$ cat src/rtl/dmem_req_queue.sv
// In-order data-memory request queue between commit and the dcache.
// Flush kills queued/in-flight loads; committed stores always complete.
module dmem_req_queue #(
  parameter int DEPTH   = 4,
  parameter int MAX_OUT = 4
) (
  input  logic        clk,
  input  logic        reset,
  input  logic        flush,
  input  logic        u_req,
  input  logic        u_wr,
  input  logic [31:0] u_addr,
  input  logic [1:0]  u_size,
  input  logic [31:0] u_wdata,
  input  logic [3:0]  u_wstrb,
  output logic        u_addr_ok,
  output logic        u_data_ok,
  output logic [31:0] u_rdata,
  output logic        d_req,
  output logic        d_wr,
  output logic [31:0] d_addr,
  output logic [1:0]  d_size,
  output logic [31:0] d_wdata,
  output logic [3:0]  d_wstrb,
  input  logic        d_addr_ok,
  input  logic        d_data_ok,
  input  logic [31:0] d_rdata,
  output logic        busy
);
  localparam int AW = $clog2(DEPTH);
  localparam int OW = (MAX_OUT > 1) ? $clog2(MAX_OUT) : 1;
  localparam logic [AW:0] FULL_CNT = (AW+1)'(DEPTH);
  localparam logic [OW:0] MAX_CNT  = (OW+1)'(MAX_OUT);

  typedef struct packed {
    logic        wr;
    logic [31:0] addr;
    logic [1:0]  size;
    logic [31:0] wdata;
    logic [3:0]  wstrb;
  } req_t;

  req_t             q [DEPTH];
  logic [DEPTH-1:0] q_kill;
  logic [AW:0]      wp, rp, count;

  // in-flight tracking: one kill/wr bit per downstream-accepted request
  logic [2**OW-1:0] f_kill, f_wr;
  logic [OW:0]      fwp, frp, out_cnt;

  req_t head;
  logic full, empty, head_kill, issue, drop, pop, ret, ret_kill;

  assign head      = q[rp[AW-1:0]];
  assign head_kill = q_kill[rp[AW-1:0]];
  assign count     = wp - rp;
  assign full      = (count == FULL_CNT);
  assign empty     = (count == '0);

  assign u_addr_ok = u_req & ~full & ~flush;
  assign d_req     = ~empty & ~head_kill & (out_cnt < MAX_CNT);
  assign d_wr      = head.wr;
  assign d_addr    = head.addr;
  assign d_size    = head.size;
  assign d_wdata   = head.wdata;
  assign d_wstrb   = head.wstrb;

  assign issue = d_req & d_addr_ok;
  assign drop  = ~empty & head_kill;
  assign pop   = issue | drop;
  assign ret   = d_data_ok & (out_cnt != '0);
  // a load returning in the flush cycle is already stale
  assign ret_kill = f_kill[frp[OW-1:0]] | (flush & ~f_wr[frp[OW-1:0]]);
  assign busy  = ~empty | (out_cnt != '0);

  always_ff @(posedge clk) begin
    if (u_addr_ok) q[wp[AW-1:0]] <= '{wr: u_wr, addr: u_addr, size: u_size,
                                      wdata: u_wdata, wstrb: u_wstrb};
  end

  always_ff @(posedge clk) begin
    if (!reset) begin
      wp        <= '0;
      rp        <= '0;
      q_kill    <= '0;
      fwp       <= '0;
      frp       <= '0;
      f_kill    <= '0;
      f_wr      <= '0;
      out_cnt   <= '0;
      u_data_ok <= 1'b0;
      u_rdata   <= '0;
    end else begin
      if (flush)
        for (int i = 0; i < DEPTH; i++)
          if (!q[i].wr) q_kill[i] <= 1'b1;
      if (u_addr_ok) begin
        q_kill[wp[AW-1:0]] <= 1'b0;
        wp <= wp + 1'b1;
      end
      if (pop) rp <= rp + 1'b1;

      if (flush)
        for (int j = 0; j < 2**OW; j++)
          if (!f_wr[j]) f_kill[j] <= 1'b1;
      if (issue) begin
        f_kill[fwp[OW-1:0]] <= flush & ~head.wr;
        f_wr[fwp[OW-1:0]]   <= head.wr;
        fwp <= fwp + 1'b1;
      end
      if (ret) frp <= frp + 1'b1;

      case ({issue, ret})
        2'b10:   out_cnt <= out_cnt + 1'b1;
        2'b01:   out_cnt <= out_cnt - 1'b1;
        default: out_cnt <= out_cnt;
      endcase

      u_data_ok <= ret & ~ret_kill;
      if (ret & ~ret_kill) u_rdata <= d_rdata;
    end
  end
endmodule

$ cat config.mk
export PLATFORM = sky130hd
export DESIGN_NAME = dmem_req_queue
export DESIGN_NICKNAME = d
export VERILOG_FILES = /design/src/rtl/dmem_req_queue.sv
export SDC_FILE = /design/constraint.sdc
export NUM_CORES = 1
export LEC_CHECK = 0
export CAP_MARGIN = 30
export CORE_MARGIN = 3
export CORE_UTILIZATION = 40
export DETAILED_ROUTE_END_ITERATION = 10
export SLEW_MARGIN = 20
export SYNTH_ARGS = -nofsm -noshare
export SYNTH_HDL_FRONTEND = slang
export SYNTH_SLANG_ARGS = --single-unit
$ cat constraint.sdc
create_clock -name clk -period 5.4 [get_ports clk]
set_clock_uncertainty 0.05 [all_clocks]
set_input_delay 1.62 -clock clk [delete_from_list [all_inputs] [get_ports clk]]
set_output_delay 1.62 -clock clk [all_outputs]
set_load 0.02 [all_outputs]
==> metrics.txt <==
# TYPE chip_impl_metric gauge
chip_impl_info{name="cts_tree",value="yes"} 1
chip_impl_metric{name="worst-slew-pin-transition",unit="ps"} 746.1
chip_impl_info{name="unrepaired_setup_endpoints_after_global_routing",value="no"} 1
chip_impl_metric{name="power.leakage",unit="uW"} 0.005474
chip_impl_metric{name="grt_pass1_wl",unit="um"} 40370
chip_impl_metric{name="start_util",unit=""} 0.4085
chip_impl_metric{name="groute.usage.overall",unit=""} 0.1513
chip_impl_metric{name="multiInputGateArea",unit="sq mm"} 0.003063
chip_impl_info{name="synth_common_cells",value="284 x edfxtp_1, 79 x nand2_1, 72 x mux4_2"} 1
chip_impl_info{name="worst_hold_path_type",value="reg -> reg"} 1
chip_impl_metric{name="core_box_area",unit="sq mm"} 0.03180
chip_impl_metric{name="die_y",unit="um"} 186.2
chip_impl_metric{name="post_synthesis_net_count",unit=""} 791
chip_impl_metric{name="timing_hold_violations_final",unit=""} 0
chip_impl_metric{name="synth.yosys.seq_area_share",unit=""} 0.7489
chip_impl_metric{name="cts-hold-fix-buffers",unit=""} 0
chip_impl_metric{name="cts-buffers-inserted",unit=""} 38
chip_impl_metric{name="min_period",unit="ps"} 4934
chip_impl_metric{name="worstPathArrival",unit="ps"} 3260
chip_impl_metric{name="drt_pass1_iterations",unit=""} 4
chip_impl_metric{name="io-pin-count",unit=""} 216
chip_impl_metric{name="power.clock.fraction",unit=""} 0.331
chip_impl_info{name="startpoint_type",value="input pin"} 1
chip_impl_metric{name="cts_post_setup_buffers_inserted",unit=""} 0
chip_impl_metric{name="post_synth_instance_area",unit="sq mm"} 0.01299
chip_impl_metric{name="finish_stage_setup_viols",unit=""} 0
chip_impl_metric{name="worstHoldPathCells",unit=""} 2
chip_impl_metric{name="gr-total-overflow",unit=""} 0
chip_impl_metric{name="cts.sinks",unit=""} 344
chip_impl_metric{name="clock_insertion_delay_worst_skew",unit="ps"} 510
chip_impl_metric{name="number_of_antenna_violations_at_the_first_check_in_global_routing",unit=""} 1
chip_impl_metric{name="ys_async_sr_fraction",unit=""} 0
chip_impl_metric{name="clk_pin_slew_worst_paths",unit="ps"} 60
chip_impl_metric{name="port-buffer-count",unit=""} 215
chip_impl_metric{name="flip_flop_and_latch_area",unit="sq mm"} 0.009737
chip_impl_metric{name="report.final.slew_viol_count",unit=""} 0
chip_impl_metric{name="place_hpwl",unit="um"} 16090
chip_impl_info{name="post_synth_main_area_contributors",value="edfxtp_1 66%, mux4_2 12%, dfxtp_1 9.2%"} 1
chip_impl_metric{name="post_cts_resized",unit=""} 0
chip_impl_metric{name="ant_nets",unit=""} 0
chip_impl_metric{name="p_switching",unit="uW"} 1979
chip_impl_metric{name="max-vdd-ir-drop",unit="mV"} 0.2210
chip_impl_metric{name="cts_max_path_buffers",unit=""} 3
chip_impl_info{name="synth_ff_type",value="edfxtp_1"} 1
chip_impl_metric{name="relSlewSlack",unit=""} 0.5026
chip_impl_metric{name="synth.ff_latch_count",unit=""} 344
chip_impl_metric{name="route.detailed.vias_per_inst",unit=""} 4.847
chip_impl_metric{name="htree_num_levels",unit=""} 2
chip_impl_info{name="clockRootBuffer",value="clkbuf_16"} 1
chip_impl_metric{name="area.growth.synth_to_final",unit="%"} 30.27
chip_impl_metric{name="drt_iter0_markers",unit=""} 370
chip_impl_metric{name="final_layout_size_suffix_gt1_frac",unit=""} 0.1612
chip_impl_metric{name="num-fill-cells",unit=""} 2531
chip_impl_info{name="critical_path.endpoint_type",value="output pin"} 1
chip_impl_metric{name="first_global_vias",unit=""} 7079
chip_impl_metric{name="route.detailed.drc",unit=""} 0
chip_impl_info{name="timing_worst_setup_path_type",value="in -> out"} 1
chip_impl_metric{name="timing.critical_path.required",unit="ps"} 3730
chip_impl_metric{name="synthDistinctLibCells",unit=""} 37
chip_impl_metric{name="r2r.worst_path.cells",unit=""} 7
chip_impl_metric{name="share_seq_of_total_power",unit=""} 0.419
chip_impl_metric{name="final.period_utilization",unit=""} 0.9138
chip_impl_metric{name="max_fclk",unit="MHz"} 202.7
chip_impl_info{name="post-synth-top-count-cell",value="edfxtp_1"} 1
chip_impl_metric{name="place_congestion",unit=""} 0.7307
chip_impl_info{name="synthDominantAreaCellType",value="edfxtp_1"} 1
chip_impl_metric{name="crit_fanout",unit=""} 8
chip_impl_metric{name="die_w",unit="um"} 186.2
chip_impl_metric{name="detail_route.wl_per_cell",unit="um"} 18.95
chip_impl_metric{name="layout.cell_area.non_filler",unit="sq mm"} 0.01692
chip_impl_metric{name="fin_setup_tns",unit="ps"} 0
chip_impl_info{name="outcome",value="finished, final reports clean"} 1
chip_impl_metric{name="fp-row-count",unit=""} 65
chip_impl_metric{name="synth.top_cell.area_share",unit=""} 0.6565
chip_impl_metric{name="dpl_cell_area",unit="sq mm"} 0.01572
chip_impl_metric{name="power.internal",unit="uW"} 5455
chip_impl_metric{name="share_comb_of_total_power",unit=""} 0.250
chip_impl_metric{name="pwr_density_cell",unit="mW/mm^2"} 439.3
chip_impl_metric{name="detailroute.via_count",unit=""} 6655
chip_impl_metric{name="synth_warnings",unit=""} 0
chip_impl_metric{name="postSynthCellCount",unit=""} 669
chip_impl_metric{name="cap_violations",unit=""} 0
chip_impl_metric{name="post_synth.cell_area_avg",unit="sq um"} 19.42
chip_impl_metric{name="route.final.wire_length",unit="um"} 26020
chip_impl_metric{name="largest_net_degree_at_the_start_of_global_routing",unit=""} 54
chip_impl_metric{name="dieArea",unit="sq mm"} 0.03468
chip_impl_metric{name="number_of_synthesized_flops_with_an_enable_pin",unit=""} 284
chip_impl_metric{name="nets",unit=""} 1030
chip_impl_metric{name="swShare",unit=""} 0.2662
==> final timing paths <==
kind	from	endpoint	slack (ps)
worst min-delay path	u_rdata[7]	u_rdata[7]	410
worst max register to register	wp[0]	q[3][41]	2490
worst max-delay path	flush	u_addr_ok	470
worst min register to register	u_rdata[7]	u_rdata[7]	410
==> logic make-up after synthesis <==
family,Yosys count,share of synthesized area
DFF,344,0.7489
buffers and inverters,44,0.01608
adders and majority gates,13,0.01310
muxes,115,0.1580
AOI/OAI and AO/OA,23,0.01560
and+or+nand+nor,121,0.04228
xor gates and xnor gates,9,0.006068
==> critical path, stage by stage <==
cell             delay (ps)
clkdlybuf4s50_1         460
inv_1                   150
o211a_1                 370
clkdlybuf4s50_1         670
==> state kept, by name, summed over array words and instances (netlist names), named ones only <==
| name | cells |
|---|---|
| f_wr | 4 |
| q | 284 |
| f_kill | 4 |
| u_rdata | 32 |
| q_kill | 4 |
| rp | 3 |
| u_data_ok | 1 |
| out_cnt | 3 |
| frp | 2 |
| wp | 3 |
| fwp | 2 |
==> metrics by stage <==
step / utilization / hold slack (ps) / total power [uW] / std cells / setup slack, ps
4_1_cts: 0.5321 / 411.6 / 7562 / 1372 / 465.5
3_5_place_dp: 0.4945 / 396.6 / 5070 / 1303 / 473.9
2_1_floorplan: - / 385.1 / 4285 / 669 / 1090
5_1_grt: 0.5321 / 427.3 / 7798 / 1372 / 386.7
6_report: 0.5322 / 407.9 / 7434 / 1373 / 465.5
3_3_place_gp: 0.4945 / 390.4 / 5067 / 1303 / 470.0
==> layer usage <==
layer / vias up / global-route usage / routed length (um)
met5: - / 0 / 13
met4: 2 / 0.04260 / 474
met3: 40 / 0.05095 / 2326
met2: 213 / 0.2438 / 12220
met1: 3305 / 0.1982 / 10990
li1: 3095 / - / -
==> cell type report <==
class                      instances  share of cell area
inverter                          14            0.003105
multi-input combinational        281              0.1810
sequential                       344              0.5753
tap                              435             0.03216
timing repair buffer             229              0.1375
clock inverter                    24             0.01116
clock buffer                      45             0.05959
antenna                            1           0.0001479
==> cell usage in the layout, fill, tap and decap left out, drive strengths merged, types with 2 or more instances in the layout <==
cell and count:
inv 15, edfxtp 284, mux2i 43, o21ai 12
mux4 72, nor2 8, a2111oi 2, buf 15
clkinv 18, a21oi 2, clkinvlp 2, nor2b 6
xnor2 6, nand2b 3, nor3 2, xor2 3
nand2 79, and2 17, ha 12, a31oi 3
bufinv 3, clkdlybuf4s50 214, dfxtp 60, clkbuf 45
==> power by group through the flow <==
stage | Sequential [uW] | Combinational (uW) | Clock [uW]
after floorplan | 3170 | 1110 | 0
after global routing | 3130 | 2010 | 2660
after detailed placement | 3170 | 1900 | 0
after global placement | 3170 | 1900 | 0
final | 3120 | 1860 | 2460
after CTS | 3120 | 1900 | 2540
Power figures use the tool's default switching activity.
